--- config.mk ---
export PLATFORM = sky130hd
export DESIGN_NAME = ocp_fabric_2m5s
export DESIGN_NICKNAME = d
export VERILOG_FILES = /design/src/rtl/ocp_fabric_2m5s.sv
export SDC_FILE = /design/constraint.sdc
export NUM_CORES = 1
export LEC_CHECK = 0
export CORE_AREA = 3 3 287 289
export CTS_CLUSTER_DIAMETER = 30
export DETAILED_ROUTE_END_ITERATION = 10
export DIE_AREA = 0 0 290 292
export DONT_BUFFER_PORTS = 1
export SYNTH_ARGS = -nofsm -noshare
export SYNTH_HDL_FRONTEND = slang
export SYNTH_SLANG_ARGS = --single-unit
--- constraint.sdc ---
create_clock -name clk -period 4.55 [get_ports clk]
set_input_delay 0.91 -clock clk [delete_from_list [all_inputs] [get_ports clk]]
set_output_delay 0.91 -clock clk [all_outputs]
set_load 0.1 [all_outputs]
--- src/rtl/ocp_fabric_2m5s.sv ---
// ocp_fabric_2m5s: OCP interconnect joining the CPU instruction (I) and data (D)
// master ports to five slave ports (memory, UART, sim ctl, intr ctl, timer).
//
// Handshake: a master presents a non-IDLE MCmd and holds MAddr/MCmd/MData/MByteEn
// stable until it sees SCmdAccept=1 in the same cycle; that cycle is the transfer.
// The fabric never buffers a command, so forwarding is purely combinational and
// SCmdAccept is the granted slave's accept. A read leaves the master "pending" on
// its port until the slave returns a non-NULL SResp, which is steered back only
// to that master.
module ocp_fabric_2m5s #(
  parameter int ADDR_WIDTH = 32,
  parameter int DATA_WIDTH = 32,
  parameter int BEN_WIDTH  = 4
) (
  input  logic                  clk,
  input  logic                  rst,
  // instruction master
  input  logic [ADDR_WIDTH-1:0] i_I_MAddr,
  input  logic [2:0]            i_I_MCmd,
  input  logic [DATA_WIDTH-1:0] i_I_MData,
  input  logic [BEN_WIDTH-1:0]  i_I_MByteEn,
  output logic                  o_I_SCmdAccept,
  output logic [DATA_WIDTH-1:0] o_I_SData,
  output logic [1:0]            o_I_SResp,
  // data master
  input  logic [ADDR_WIDTH-1:0] i_D_MAddr,
  input  logic [2:0]            i_D_MCmd,
  input  logic [DATA_WIDTH-1:0] i_D_MData,
  input  logic [BEN_WIDTH-1:0]  i_D_MByteEn,
  output logic                  o_D_SCmdAccept,
  output logic [DATA_WIDTH-1:0] o_D_SData,
  output logic [1:0]            o_D_SResp,
  // port 0: memory
  output logic [ADDR_WIDTH-1:0] o_P0_MAddr,
  output logic [2:0]            o_P0_MCmd,
  output logic [DATA_WIDTH-1:0] o_P0_MData,
  output logic [BEN_WIDTH-1:0]  o_P0_MByteEn,
  input  logic                  i_P0_SCmdAccept,
  input  logic [DATA_WIDTH-1:0] i_P0_SData,
  input  logic [1:0]            i_P0_SResp,
  // port 1: UART
  output logic [ADDR_WIDTH-1:0] o_P1_MAddr,
  output logic [2:0]            o_P1_MCmd,
  output logic [DATA_WIDTH-1:0] o_P1_MData,
  output logic [BEN_WIDTH-1:0]  o_P1_MByteEn,
  input  logic                  i_P1_SCmdAccept,
  input  logic [DATA_WIDTH-1:0] i_P1_SData,
  input  logic [1:0]            i_P1_SResp,
  // port 2: sim ctl
  output logic [ADDR_WIDTH-1:0] o_P2_MAddr,
  output logic [2:0]            o_P2_MCmd,
  output logic [DATA_WIDTH-1:0] o_P2_MData,
  output logic [BEN_WIDTH-1:0]  o_P2_MByteEn,
  input  logic                  i_P2_SCmdAccept,
  input  logic [DATA_WIDTH-1:0] i_P2_SData,
  input  logic [1:0]            i_P2_SResp,
  // port 3: interrupt controller
  output logic [ADDR_WIDTH-1:0] o_P3_MAddr,
  output logic [2:0]            o_P3_MCmd,
  output logic [DATA_WIDTH-1:0] o_P3_MData,
  output logic [BEN_WIDTH-1:0]  o_P3_MByteEn,
  input  logic                  i_P3_SCmdAccept,
  input  logic [DATA_WIDTH-1:0] i_P3_SData,
  input  logic [1:0]            i_P3_SResp,
  // port 4: timer
  output logic [ADDR_WIDTH-1:0] o_P4_MAddr,
  output logic [2:0]            o_P4_MCmd,
  output logic [DATA_WIDTH-1:0] o_P4_MData,
  output logic [BEN_WIDTH-1:0]  o_P4_MByteEn,
  input  logic                  i_P4_SCmdAccept,
  input  logic [DATA_WIDTH-1:0] i_P4_SData,
  input  logic [1:0]            i_P4_SResp
);

  localparam logic [2:0] CMD_IDLE      = 3'd0;
  localparam logic [2:0] CMD_READ      = 3'd2;
  localparam logic [1:0] RESP_NULL     = 2'd0;
  localparam logic [1:0] RESP_ERR      = 2'd3;
  // Port index 5 is the virtual "unmapped" target; it always accepts.
  localparam logic [2:0] PORT_UNMAPPED = 3'd5;

  // Address decode: low half is memory, then 1 MB windows for the peripherals.
  function automatic logic [2:0] decode(input logic [ADDR_WIDTH-1:0] addr);
    logic [2:0] p;
    p = PORT_UNMAPPED;
    if (!addr[ADDR_WIDTH-1]) begin
      p = 3'd0;
    end else begin
      case (addr[ADDR_WIDTH-1:ADDR_WIDTH-12])
        12'h800: p = 3'd1;
        12'h801: p = 3'd2;
        12'h802: p = 3'd3;
        12'h803: p = 3'd4;
        default: p = PORT_UNMAPPED;
      endcase
    end
    return p;
  endfunction

  // Master-side views: index 0 = I, index 1 = D.
  logic [ADDR_WIDTH-1:0] m_addr [2];
  logic [2:0]            m_cmd  [2];
  logic [DATA_WIDTH-1:0] m_data [2];
  logic [BEN_WIDTH-1:0]  m_ben  [2];

  assign m_addr[0] = i_I_MAddr;   assign m_addr[1] = i_D_MAddr;
  assign m_cmd[0]  = i_I_MCmd;    assign m_cmd[1]  = i_D_MCmd;
  assign m_data[0] = i_I_MData;   assign m_data[1] = i_D_MData;
  assign m_ben[0]  = i_I_MByteEn; assign m_ben[1]  = i_D_MByteEn;

  // Slave-side views.
  logic [7:0]            port_accept;
  logic [DATA_WIDTH-1:0] p_sdata [5];
  logic [1:0]            p_sresp [5];

  assign port_accept = {3'b111, i_P4_SCmdAccept, i_P3_SCmdAccept, i_P2_SCmdAccept,
                        i_P1_SCmdAccept, i_P0_SCmdAccept};
  assign p_sdata[0] = i_P0_SData; assign p_sresp[0] = i_P0_SResp;
  assign p_sdata[1] = i_P1_SData; assign p_sresp[1] = i_P1_SResp;
  assign p_sdata[2] = i_P2_SData; assign p_sresp[2] = i_P2_SResp;
  assign p_sdata[3] = i_P3_SData; assign p_sresp[3] = i_P3_SResp;
  assign p_sdata[4] = i_P4_SData; assign p_sresp[4] = i_P4_SResp;

  // Outstanding-read tracking per master; the pending master owns its port.
  logic [1:0] pend_q, pend_d;
  logic [2:0] port_q [2];
  logic [2:0] port_d [2];

  logic [2:0] sel [2];
  logic [1:0] ok, grant, acc;

  // Arbitration: only registered ownership gates a request, so a slave response
  // can never reach another port's MCmd combinationally.
  always_comb begin
    sel[0] = decode(m_addr[0]);
    sel[1] = decode(m_addr[1]);
    ok[0]  = !rst && (m_cmd[0] != CMD_IDLE) && !pend_q[0] &&
             !(pend_q[1] && (port_q[1] == sel[0]) && (sel[0] != PORT_UNMAPPED));
    ok[1]  = !rst && (m_cmd[1] != CMD_IDLE) && !pend_q[1] &&
             !(pend_q[0] && (port_q[0] == sel[1]) && (sel[1] != PORT_UNMAPPED));
    grant[1] = ok[1];
    grant[0] = ok[0] && !(ok[1] && (sel[1] == sel[0]) && (sel[0] != PORT_UNMAPPED));
    acc[0]   = grant[0] && port_accept[sel[0]];
    acc[1]   = grant[1] && port_accept[sel[1]];
  end

  logic [ADDR_WIDTH-1:0] f_addr [5];
  logic [2:0]            f_cmd  [5];
  logic [DATA_WIDTH-1:0] f_data [5];
  logic [BEN_WIDTH-1:0]  f_ben  [5];

  // Command forwarding: the granted master drives its port, all others see IDLE/zero.
  always_comb begin
    for (int n = 0; n < 5; n++) begin
      f_addr[n] = '0;
      f_cmd[n]  = CMD_IDLE;
      f_data[n] = '0;
      f_ben[n]  = '0;
      if (grant[1] && (sel[1] == 3'(n))) begin
        f_addr[n] = m_addr[1];
        f_cmd[n]  = m_cmd[1];
        f_data[n] = m_data[1];
        f_ben[n]  = m_ben[1];
      end else if (grant[0] && (sel[0] == 3'(n))) begin
        f_addr[n] = m_addr[0];
        f_cmd[n]  = m_cmd[0];
        f_data[n] = m_data[0];
        f_ben[n]  = m_ben[0];
      end
    end
  end

  logic [1:0]            rsp_resp [2];
  logic [DATA_WIDTH-1:0] rsp_data [2];

  // Response routing: a pending master listens only to its own port; an unmapped
  // read answers ERR in the first cycle after acceptance.
  always_comb begin
    for (int m = 0; m < 2; m++) begin
      rsp_resp[m] = RESP_ERR;
      rsp_data[m] = '0;
      for (int n = 0; n < 5; n++) begin
        if (port_q[m] == 3'(n)) begin
          rsp_resp[m] = p_sresp[n];
          rsp_data[m] = p_sdata[n];
        end
      end
      if (rst || !pend_q[m]) begin
        rsp_resp[m] = RESP_NULL;
        rsp_data[m] = '0;
      end
    end
  end

  // Pending-read next state: set on an accepted read, clear on its response.
  always_comb begin
    for (int m = 0; m < 2; m++) begin
      pend_d[m] = pend_q[m];
      port_d[m] = port_q[m];
      if (pend_q[m] && (rsp_resp[m] != RESP_NULL)) pend_d[m] = 1'b0;
      if (acc[m] && (m_cmd[m] == CMD_READ)) begin
        pend_d[m] = 1'b1;
        port_d[m] = sel[m];
      end
    end
  end

  // Pending-read registers; reset abandons any outstanding read.
  always_ff @(posedge clk) begin
    if (rst) begin
      pend_q    <= '0;
      port_q[0] <= '0;
      port_q[1] <= '0;
    end else begin
      pend_q    <= pend_d;
      port_q[0] <= port_d[0];
      port_q[1] <= port_d[1];
    end
  end

  assign o_I_SCmdAccept = acc[0];
  assign o_I_SResp      = rsp_resp[0];
  assign o_I_SData      = rsp_data[0];
  assign o_D_SCmdAccept = acc[1];
  assign o_D_SResp      = rsp_resp[1];
  assign o_D_SData      = rsp_data[1];

  assign o_P0_MAddr = f_addr[0]; assign o_P0_MCmd = f_cmd[0];
  assign o_P0_MData = f_data[0]; assign o_P0_MByteEn = f_ben[0];
  assign o_P1_MAddr = f_addr[1]; assign o_P1_MCmd = f_cmd[1];
  assign o_P1_MData = f_data[1]; assign o_P1_MByteEn = f_ben[1];
  assign o_P2_MAddr = f_addr[2]; assign o_P2_MCmd = f_cmd[2];
  assign o_P2_MData = f_data[2]; assign o_P2_MByteEn = f_ben[2];
  assign o_P3_MAddr = f_addr[3]; assign o_P3_MCmd = f_cmd[3];
  assign o_P3_MData = f_data[3]; assign o_P3_MByteEn = f_ben[3];
  assign o_P4_MAddr = f_addr[4]; assign o_P4_MCmd = f_cmd[4];
  assign o_P4_MData = f_data[4]; assign o_P4_MByteEn = f_ben[4];

endmodule

[Word-level counts from Yosys, hierarchy flattened]
Memory sizes are Yosys's and may differ from the RTL's.
Index checks and enable logic that the tools add are counted.
Cells by class
  reduce and logical (&&, ||, !) cells: 47
  muxes and demuxes: 83
  bitwise logic cells: 2
  eq/ne operators: 31
  magnitude comparators: 2
Operator list (number)
  2-to-1 mux 32 bit: 32
  equality test 12 bit (second input constant): 8
  2-to-1 mux 3 bit: 16
  2-to-1 mux 4 bit: 10
  equality test 3 x 2 -> 1 bit (second input constant): 10
  logical AND 1 bit: 29
  2-to-1 mux 2 bit: 12
  one-hot mux 3 bit (4 select lines): 2
  equality test 3 x 1 -> 1 bit (second input constant): 4
  equality test 3 bit (second input constant): 4
  logical NOT 3 bit: 4
  equality test 3 bit: 3
  2-to-1 mux 1 bit: 9
  < comparator 3 x 4 -> 1 bit (second input constant): 2
  nonzero test 2 bit: 4
  binary-select mux 1 bit (select 3 bit): 2
  logical NOT 1 bit: 6
  != test 3 bit (second input constant): 2
  nonzero test 3 bit: 2
  logical OR 1 bit: 2
  bitwise OR 1 bit: 2
Storage, ports and cells
  register bits: 2
  memories: 1
  output and inout bits: 425
  input port bits: 319
  memory bits (writable): 6
  word-level logic and storage cells: 168
Memory list
  port_q: words 2, width 3, read ports 2, clocked after Yosys merged registers in 0, wr ports 2, RTL line 126  | logic [2:0] port_q [2];

[Longest topological paths before layout]
  word-level depth: 16
  mapped depth: 10

[Least setup slack after synthesis]
No wires, ideal clock.
  path kind: input-to-output
  from: input port i_D_MAddr[21]
  to: output port o_P4_MAddr[0]
  path slack: -520 ps
  arrival: 4160 ps
  stages on the path: 10
  required time: 3640 ps
  cells stage by stage: buf_4 > nand2b_4 > a211o_1 > a22oi_2 > nand4b_2 > nand4b_1 > clkbuf_1 > buf_2 > mux2i_1 > a21oi_1
Between the ends
  longest elaborated chain between the ends: 15
  elaborated cells between the ends (all ways): 22
  those cells by class: 8 x eq/ne; 4 x mux; 10 x reduce/logical
RTL lines
  start, declared: RTL line 26  | input logic [ADDR_WIDTH-1:0] i_D_MAddr,
  equality test 12 bit: RTL line 89  | case (addr[ADDR_WIDTH-1:ADDR_WIDTH-12])
  one-hot mux 3 bit (4 select lines) (*): RTL line 89
  2-to-1 mux 3 bit (*): RTL line 86  | if (!addr[ADDR_WIDTH-1]) begin
  equality test 3 bit: RTL line 140  | !(pend_q[0] && (port_q[0] == sel[1]) && (sel[1] != PORT_UNMAPPED));
  logical AND 1 bit (2 in a row): RTL line 140
  logical NOT 1 bit: RTL line 140
  logical AND 1 bit: RTL line 139  | ok[1] = !rst && (m_cmd[1] != CMD_IDLE) && !pend_q[1] &&
  logical AND 1 bit (2 in a row): RTL line 142  | grant[0] = ok[0] && !(ok[1] && (sel[1] == sel[0]) && (sel[0] != PORT_UNMAPPED));
  logical NOT 1 bit: RTL line 142
  logical AND 1 bit: RTL line 142
  logical AND 1 bit: RTL line 164  | end else if (grant[0] && (sel[0] == 3'(n))) begin
  2-to-1 mux 32 bit: RTL line 164
  2-to-1 mux 32 bit (*): RTL line 159  | if (grant[1] && (sel[1] == 3'(n))) begin
  end, declared: RTL line 66  | output logic [ADDR_WIDTH-1:0] o_P4_MAddr,
Mark *: on every way between the ends. The rest lies on a longest branch, timed or not.

[Worst setup path after layout]
  from: input port i_I_MAddr[28]
  to: output port o_P0_MData[25]
Between the ends
  longest elaborated chain between the ends: 12
  elaborated cells between the ends (all ways): 21
  those cells by class: 7 x eq/ne; 4 x mux; 10 x reduce/logical
RTL lines
  start, declared: RTL line 18  | input logic [ADDR_WIDTH-1:0] i_I_MAddr,
  equality test 12 bit: RTL line 89
  one-hot mux 3 bit (4 select lines) (*): RTL line 89
  2-to-1 mux 3 bit (*): RTL line 86
  equality test 3 bit: RTL line 138  | !(pend_q[1] && (port_q[1] == sel[0]) && (sel[0] != PORT_UNMAPPED));
  logical AND 1 bit (2 in a row): RTL line 138
  logical NOT 1 bit: RTL line 138
  logical AND 1 bit: RTL line 137  | ok[0] = !rst && (m_cmd[0] != CMD_IDLE) && !pend_q[0] &&
  logical AND 1 bit: RTL line 142
  logical AND 1 bit (*): RTL line 164
  2-to-1 mux 32 bit (*): RTL line 164
  2-to-1 mux 32 bit (*): RTL line 159
  end, declared: RTL line 36  | output logic [DATA_WIDTH-1:0] o_P0_MData,
Marked as above.

==> summary.txt <==
Placed design
  – Placed inst area: 0.0171 mm2
  – Post-DP HPWL: 47900 um
  – Port Buffers: 0
  – DP Worst Slack: 115 ps
  – GPL Wtd Cong: 0.900
  – Post-Place Cells: 2352

Cells and area
  – Area growth syn-to-layout: 124%
  – Fill count: 8631
  – Nets@finish: 1616
  – Final Non-Filler Cells: 2361
  – Most frequent cells in the layout: buf_12, buf_4, a22o_2
  – Most common cell after layout, fill and taps aside: buf_12
  – Final instance area: 0.0172 mm2
  – Layout cell share with drive strength beyond 1: 69.3%

Detailed routing
  – Vias post-DR: 10500
  – Detail Route Antenna Nets: 0
  – Drt pass-1 iters: 5
  – Vias per cell: 4.43
  – Final WL: 57400 um
  – Initial DRC Count: 799
  – DRC: 0
  – Per-cell routed wire length: 24.3 um

Global route
  – Met3 Use GR: 3.48%
  – Number of global-route vias before repair: 10300
  – Grt peak-use layer: met2
  – GRT Residual Overflow: 0
  – Gr usage total: 12.5%
  – Global-route wire length before repair: 80300 um
  – Met1 usage in global routing: 16.2%
  – Met2 usage: 21.1%
  – Largest net degree at the start of global routing: 57
  – Antenna violations before repair: 6

STA
  – Hold Fails Final Rpt: 0
  – Setup ws final: 131 ps
  – FMAX: 226 MHz
  – Final Critical Period: 4420 ps
  – RSZ-0062 raised after global routing: no
  – Worst-case clock skew: 0.530 ps
  – Worst Tran Pin Value: 822 ps
  – Period utilization: 97.1%
  – Max Transition Viols Final: 0
  – TNS Setup: 0 ps
  – Slew margin rel.: 45.2%
  – Final Setup Violations: 0

Floorplanning
  – Initial Util: 9.55%
  – Io pins: 744
  – Die Y: 292 um
  – Row Count: 104
  – Die ar.: 0.0847 mm2
  – Core area: 0.0802 mm2
  – Die width: 290 um

CTS
  – CTS clk-pin slew, worst paths: 40 ps
  – Worst-Skew Late Latency: 230 ps
  – CTS tree: yes
  – Clk buf depth: 2
  – CTS Sinks: 8
  – Post CTS Setup Buffer Count: 0
  – CTS root buf: clkbuf_16
  – # H-tree levels: 1
  – Total CTS buffers: 3

Run status
  – Outcome: complete, no violations

Yosys
  – Mapped Avg Cell Area: 8.17 um2
  – Yosys warning total: 0
  – Ys async rst share: 0%
  – Post-synth EDFFs: 0
  – Syn Std Cell Area: 0.00765 mm2
  – Yosys reg bits: 8
  – Prevailing post-synth register cell: dfxtp_1
  – Gate Count Post-Synth: 937
  – Sequential share of the synthesized area: 2.09%
  – Count of different cell masters after synthesis: 64

Setup path
  – Crit path buf inv count: 4
  – Worst Setup SP: i_I_MAddr[28]
  – Worst reg2reg startpoint: port_q[0][3]
  – Crit path kind: input port to output pin
  – Delay-heaviest family, CP: compound AO/OA/AOI/OAI gates
  – WP data arrival: 3510 ps
  – Crit path launch type: input port
  – Critical Path End Type: output pin
  – CP dominant cell by count: buf_12
  – Worst Path Required: 3640 ps
  – Worst path cell trace: nor4b_2, nand3_2, o211a_1, a31oi_1, inv_2, a211oi_4, buf_12, buf_12, a22o_1, buf_12
  – Crit-path slowest cell: nor4b_2
  – Worst path max stage delay: 420 ps
  – Worst-path maximum fanout: 29

Worst hold path
  – Hold_sp: port_q[0][0]
  – Hold Crit Class: register to register

Run
  – Count of max-cap constraint violations: 0

Power and ir drop
  – VDD IR max: 105 uV
  – PD cells: 80.2 mW/mm2
  – Static Leakage: 6.69 nW
per-layer routing:
layer / vias up / share of wire [%]
met5: - / 0
met1: 5268 / 40
li1: 4415 / -
met3: 81 / 9.6
met4: 0 / 1.6
met2: 691 / 49
cell type report:
| cell class | instances | area, um2 | share of cell area (%) |
|---|---|---|---|
| multi-input combinational | 800 | 7720 | 44.9 |
| inverter | 6 | 22.5 | 0.131 |
| antenna | 6 | 15.0 | 0.0874 |
| tap | 1060 | 1330 | 7.72 |
| sequential | 8 | 165 | 0.961 |
| timing repair buffer | 478 | 7860 | 45.7 |
| clock buffer | 3 | 75.1 | 0.437 |
synth_stat cells (all sizes together) (2+ instances only):
cell | number | area share, %
a21oi | 62 | 4.1
and3 | 4 | 0.46
o211a | 2 | 0.26
nand4b | 2 | 0.31
nand2b | 7 | 0.67
nand2 | 68 | 3.3
a41oi | 2 | 0.33
inv | 4 | 0.20
o21ai | 8 | 0.72
clkinv | 2 | 0.098
mux2i | 65 | 8.5
nor2 | 89 | 4.4
buf | 92 | 8.3
nor3 | 13 | 0.92
or2 | 6 | 0.49
nand3 | 6 | 0.56
xor2 | 3 | 0.34
nor3b | 4 | 0.39
or3 | 4 | 0.33
a2111oi | 2 | 0.72
mux2 | 4 | 0.59
nand4 | 4 | 0.33
o2bb2ai | 59 | 6.8
clkbuf | 71 | 3.5
mux4 | 69 | 20
a22o | 189 | 22
a31oi | 2 | 0.16
a22oi | 66 | 6.5
o211ai | 2 | 0.26
dfxtp | 8 | 2.1
nor4 | 3 | 0.52
registers in the layout, indices dropped and copies added (netlist names):
name / cells
port_q: 6
pend_q: 2
tightest hold or removal path: stages, from the launching register on:
cell and delay, ps:
dfxtp_2 360, nand2b_1 90, mux2i_1 60
power breakdown:
group,leakage [nW],internal [mW],switching [mW]
Sequential,0.0667,0.0719,0.00257
Clock,0.0370,0.113,0.0350
Combinational,6.59,0.362,0.794
Total,6.69,0.547,0.832
stage by stage:
stage	utilization, %	hold WS, ps	power [mW]
5_1_grt	21.4	598	1.41
4_1_cts	21.4	555	1.38
2_1_floorplan	-	515	0.920
3_5_place_dp	21.3	552	1.23
3_3_place_gp	21.3	536	1.22
6_report	21.4	551	1.38
cells by family after synthesis:
logic type,after synthesis,synth area share [%]
AOI/OAI and AO/OA,401,42.5
DFF,8,2.09
and+or+nand+nor,216,13.4
buffers and inverters,169,12.1
xor gates and xnor gates,4,0.458
other,1,0.0490
muxes,138,29.4
timing repair:
action                     CTS  global route
gates resized for setup      0             2
hold buffers                 0             0
setup endpoints to repair    0           112
worst paths after layout:
path                                  endpoint  slack (ps)  depth (start not counted)
worst max-delay path            o_P0_MData[25]         130                         10
worst min-delay path              port_q[0][0]         550                          2
worst max register to register       pend_q[1]        2000                          6
worst min register to register    port_q[0][0]         550                          2
Power figures use the tool's default switching activity.
